$ cat src/rtl/multi_edge_detector.sv
// multi_edge_detector
//   Multi-channel edge detector. Each channel reports rising, falling or any
//   edge (selected by mode for all channels) as a registered one-cycle pulse.
//   It also keeps a sticky flag per channel and a saturating total of all
//   detected edges.
//
//   Optional macro: EDGE_DET_SYNC_EN. When it is defined, a SYNC_STAGES-deep
//   synchroniser sits ahead of detection. Latency and arming both grow by
//   SYNC_STAGES. When it is undefined, din must already be synchronous to clk.
//
// Parameters: WIDTH (1..32) channels, CNT_WIDTH counter width,
//             SYNC_STAGES (2..4) synchroniser depth
// Ports:
//   clk, reset      clock and synchronous active-high reset
//   din[WIDTH]      monitored signals
//   mode[2]         00 rise, 01 fall, 10 both, 11 off
//   clear_sticky    per-channel sticky clear (level); a same-cycle edge wins
//   count_clear     clears edge_count; edges in the same cycle still count
//   delay_din       previous sample of each channel
//   edge_detected   one-cycle edge pulses
//   sticky          latched edge flags
//   edge_count      saturating edge total

module multi_edge_detector_lane (
  input  logic       clk,
  input  logic       reset,
  input  logic       s,
  input  logic       armed,
  input  logic [1:0] mode,
  input  logic       clear,
  output logic       dly_q,
  output logic       edge_q,
  output logic       sticky_q,
  output logic       new_edge
);
  logic hit;

  always_comb begin
    hit = 1'b0;
    case (mode)
      2'b00:   hit = s & ~dly_q;
      2'b01:   hit = ~s & dly_q;
      2'b10:   hit = s ^ dly_q;
      default: hit = 1'b0;
    endcase
    new_edge = armed & hit;
  end

  always_ff @(posedge clk) begin
    if (reset) begin
      dly_q    <= 1'b0;
      edge_q   <= 1'b0;
      sticky_q <= 1'b0;
    end else begin
      dly_q    <= s;
      edge_q   <= new_edge;
      sticky_q <= (sticky_q & ~clear) | new_edge;
    end
  end
endmodule

module multi_edge_detector #(
  parameter int WIDTH       = 8,
  parameter int CNT_WIDTH   = 8,
  parameter int SYNC_STAGES = 2
) (
  input  logic                 clk,
  input  logic                 reset,
  input  logic [WIDTH-1:0]     din,
  input  logic [1:0]           mode,
  input  logic [WIDTH-1:0]     clear_sticky,
  input  logic                 count_clear,
  output logic [WIDTH-1:0]     delay_din,
  output logic [WIDTH-1:0]     edge_detected,
  output logic [WIDTH-1:0]     sticky,
  output logic [CNT_WIDTH-1:0] edge_count
);
  // Cycles after reset until delay_din holds real history.
`ifdef EDGE_DET_SYNC_EN
  localparam int STAGES = SYNC_STAGES + 1;
`else
  localparam int STAGES = 1;
`endif
  localparam int PW    = $clog2(WIDTH + 1);
  localparam int SUM_W = CNT_WIDTH + PW;

  if (WIDTH < 1 || WIDTH > 32) begin : g_bad_width
    $error("multi_edge_detector: WIDTH out of range");
  end
  if (SYNC_STAGES < 2 || SYNC_STAGES > 4) begin : g_bad_sync
    $error("multi_edge_detector: SYNC_STAGES out of range");
  end

  logic [WIDTH-1:0] s;
  logic [WIDTH-1:0] new_edge;

`ifdef EDGE_DET_SYNC_EN
  logic [SYNC_STAGES-1:0][WIDTH-1:0] sync_q;
  always_ff @(posedge clk) begin
    if (reset) sync_q <= '0;
    else       sync_q <= {sync_q[SYNC_STAGES-2:0], din};
  end
  assign s = sync_q[SYNC_STAGES-1];
`else
  assign s = din;
`endif

  // A one shifts in after reset. Detection arms when it reaches the top bit,
  // so levels already present at reset release never count as edges.
  logic [STAGES-1:0] vld_pipe;
  logic              armed;
  always_ff @(posedge clk) begin
    if (reset) vld_pipe <= '0;
    else       vld_pipe <= (vld_pipe << 1) | STAGES'(1);
  end
  assign armed = vld_pipe[STAGES-1];

  for (genvar i = 0; i < WIDTH; i++) begin : g_lane
    multi_edge_detector_lane u_lane (
      .clk      (clk),
      .reset    (reset),
      .s        (s[i]),
      .armed    (armed),
      .mode     (mode),
      .clear    (clear_sticky[i]),
      .dly_q    (delay_din[i]),
      .edge_q   (edge_detected[i]),
      .sticky_q (sticky[i]),
      .new_edge (new_edge[i])
    );
  end

  // Saturating count. The adder is wide enough that the sum cannot wrap
  // before it is clamped.
  logic [PW-1:0]        pop;
  logic [SUM_W-1:0]     sum;
  logic [CNT_WIDTH-1:0] cnt_nxt;
  always_comb begin
    pop = '0;
    for (int i = 0; i < WIDTH; i++) pop = pop + PW'(new_edge[i]);
    sum     = (count_clear ? '0 : SUM_W'(edge_count)) + SUM_W'(pop);
    cnt_nxt = (sum[SUM_W-1:CNT_WIDTH] != '0) ? '1 : sum[CNT_WIDTH-1:0];
  end

  always_ff @(posedge clk) begin
    if (reset) edge_count <= '0;
    else       edge_count <= cnt_nxt;
  end
endmodule

$ cat config.mk
export PLATFORM = sky130hd
export DESIGN_NAME = multi_edge_detector
export DESIGN_NICKNAME = d
export VERILOG_FILES = /design/src/rtl/multi_edge_detector.sv
export SDC_FILE = /design/constraint.sdc
export NUM_CORES = 1
export LEC_CHECK = 0
export CORE_MARGIN = 2
export CORE_UTILIZATION = 35
export DETAILED_ROUTE_END_ITERATION = 10
export GPL_ROUTABILITY_DRIVEN = 0
export GPL_TIMING_DRIVEN = 0
export PLACE_DENSITY = 0.61
export SYNTH_ARGS = -nofsm -noshare
export SYNTH_HDL_FRONTEND = slang
export SYNTH_SLANG_ARGS = --single-unit
$ cat constraint.sdc
create_clock -name clk -period 5.2 [get_ports clk]
set_clock_uncertainty 0.15 [all_clocks]
set_input_delay 1.04 -clock clk [delete_from_list [all_inputs] [get_ports clk]]
set_output_delay 1.04 -clock clk [all_outputs]
set_load 0.05 [all_outputs]
==> metrics <==
worst reg2reg path depth=15; Synth Area per Inst=9.14 µm²; Vias/cell=4.41; post-DP HPWL=between 3000 and 4000 µm; CP Data Arrival Time=just under 5 ns; status=finished, final reports clean; CP Class=in -> reg; antenna-violating nets left=0; Max Clock Freq=0.209 GHz; die span in x=78.6 µm; Total Wirelength=3920 µm; Final #Nets=320; Post-synth top flop=dfxtp_1; drt drc=0; Hold Path Depth=2; hold_buf cts=0; Congestion Overflow GR=0; worst skew pair latency=0.28 ns; share of layout cells above drive strength 1=17.9%; WL per Instance=11.4 µm; number of global-route vias before repair=1471; peak fanout along the critical path=10; worst-case clock buffer depth=2; Synth Instances=213; CP Launch Type=input port; period utilization=92.0%; CTS tree=yes; Layout area overhead=38.8%; vias=1520; IO buf count=49; switching share of power=between 20 and 30%; CORE AREA=5440 µm²; Clock power frac=34.4%; asr flop ratio synth=0%; initial antenna violation count=0; Reg area=around 660 µm²; Crit. End Element=register; flops & latches, synth=33; Num CTS Buffers=5; largest net degree at the start of global routing=11; Sw Pwr=0.210 mW; Max Cap Viol=0; Setup WS pre-CTS=-0.373 ns; Multi-input gate area=just over 1000 µm²; Final setup viols=0; drt first-iter violations=48; finished layout cell area=~2700 µm²; Final min period=4.78 ns; largest cells by area after synthesis=dfxtp_1 (34%), ha_1 (14%), buf_4 (9.6%); CTS Root Cell=clkbuf_8; mapped cell area=1950 µm²; max-slew violations=0; WP data required=5.24 ns; sequential power share=between 30% and 40%; row count=27; CTS Sinks=33; Worst VDD drop=0.162 mV; drt pass-1 iters=5; H-tree depth reported by CTS=2; Fillers=518; Initial Utilization=35.8%; RSZ-0062 raised after global routing=false; final hold violations=0; P_leak=1.26 nW; Gate power share=27.3%; Total Routing Usage GR=13.3%; Setup WS post-layout=0.415 ns; Cell Int Power=0.510 mW; syn_nets=261; post-synth top area share=33.9%; worst hold path class=reg -> reg; DIE AREA=6170 µm²; Hold Startpoint=g_lane[6].u_lane.sticky_q; post-synth cell types=34; post-synthesis sequential area ratio=33.9%; Hold EP=g_lane[6].u_lane.sticky_q; Slew HR=between 60% and 70%; Ports=53; PwrDens=266 nW/µm²; Ant. Diodes=0; Placed Area=2530 µm²; Reg2Reg Setup Slack=around 1.2 ns; Worst-Margin Slew=roughly 0.53 ns; worst r2r src=g_lane[2].u_lane.dly_q; Post-synth EDFFs=0; r2r endpoint=edge_count[6]; Ys Warns=0; Die Y=between 70 and 80 µm; CTS clk-pin slew, worst paths=0.07 ns; first-pass GRT wire length=6580 µm; Yosys top cell by area=dfxtp_1
-- layout by cell type, fill, tap and decap left out, types with 5 or more instances in the layout --
| cell type | count |
|---|---|
| clkdlybuf4s50_1 | 47 |
| dfxtp_1 | 33 |
| and2b_1 | 5 |
| nand2b_1 | 11 |
| nand2_1 | 8 |
| ha_1 | 22 |
| a21oi_1 | 13 |
| inv_1 | 22 |
| clkbuf_8 | 6 |
| nor2_1 | 17 |
| o22ai_1 | 6 |
| clkbuf_1 | 5 |
| buf_4 | 28 |
| mux2i_1 | 8 |
-- registers in the layout, summed over array words and instances, names as in the netlist --
name,count
armed,1
edge_count,8
g_lane.u_lane.dly_q,8
g_lane.u_lane.edge_q,8
g_lane.u_lane.sticky_q,8
-- area by class of cell --
cell class	count	share of cell area, %
clock inverter	1	1.11
buffer	32	8.06
clock buffer	7	3.19
multi-input combinational	126	37.6
sequential	33	24.4
inverter	22	3.06
timing repair buffer	52	19.2
tap	72	3.33
-- metrics by stage --
step                instances  power (mW)  setup TNS, ns  util (%)  hold WS [ns]
finish                    345       0.719              0      49.7         0.321
global route              345       0.758              0      49.7         0.352
detailed placement        334       0.471          -2.05      46.5         0.320
floorplan                 213       0.408              0         -         0.300
global placement          334       0.469          -1.62      46.5         0.314
CTS                       343       0.725              0      49.0         0.330
-- cell families (layout without fill, tap and decap cells) --
logic type / after synthesis / in the layout / share of synthesized area, %
compound gates: 33 / 33 / 10.6
xor+xnor: 1 / 1 / 0.450
fa+ha+maj: 27 / 27 / 19.3
buf+inv: 54 / 114 / 15.4
flops: 33 / 33 / 33.9
mux: 8 / 8 / 4.11
simple gates: 57 / 57 / 16.2
-- critical path, stage by stage --
cell and delay, ns:
clkdlybuf4s50_1 0.58, nand2b_1 0.25, fa_1 0.57, fa_1 0.45
fa_1 0.58, fa_2 0.22, inv_1 0.05, fa_2 0.34
a21o_1 0.19, a22o_4 0.25, and4b_1 0.18, nor4_2 0.12
-- worst max-delay path by stage --
stage	slack [ns]	end	from
6_report	0.42	edge_count[6]	count_clear
5_1_grt	0.22	edge_count[6]	count_clear
4_1_cts	0.01	edge_count[6]	din[0]
3_5_place_dp	-0.37	edge_count[6]	din[2]
3_3_place_gp	-0.32	edge_count[6]	din[2]
2_1_floorplan	0.36	edge_count[6]	mode[0]
-- cells in the mapped netlist (2+ instances only) --
master	instances
nand3_1	3
clkbuf_1	4
buf_2	3
fa_1	5
mux2i_1	8
o21ai_0	2
o22ai_1	8
inv_1	22
a211oi_1	2
and2_1	3
a21oi_1	13
nor2_1	17
a21o_1	2
buf_4	25
nand2_1	10
and2b_1	5
dfxtp_1	33
ha_1	22
nand2b_1	11
-- per-layer routing --
metal / share of wire [%] / global-route usage, % / vias to the layer above
met5: 0 / 0 / -
met4: 0.69 / 3.16 / 0
met3: 4.6 / 3.10 / 4
met2: 47 / 22.2 / 39
met1: 48 / 17.4 / 683
li1: - / - / 794
-- power groups by stage --
stage                     combinational, mW  clock [mW]  sequential, mW
after floorplan                       0.107           0           0.301
after global routing                  0.216       0.265           0.278
after detailed placement              0.189           0           0.282
after global placement                0.187           0           0.282
after CTS                             0.194       0.255           0.276
final                                 0.196       0.247           0.276
-- what timing repair did --
action	CTS	global route
setup endpoints to repair	1	6
setup buffers	1	2
pin swaps	1	10
gates resized for setup	5	5
Note: power is estimated with default switching activity, not from simulation.
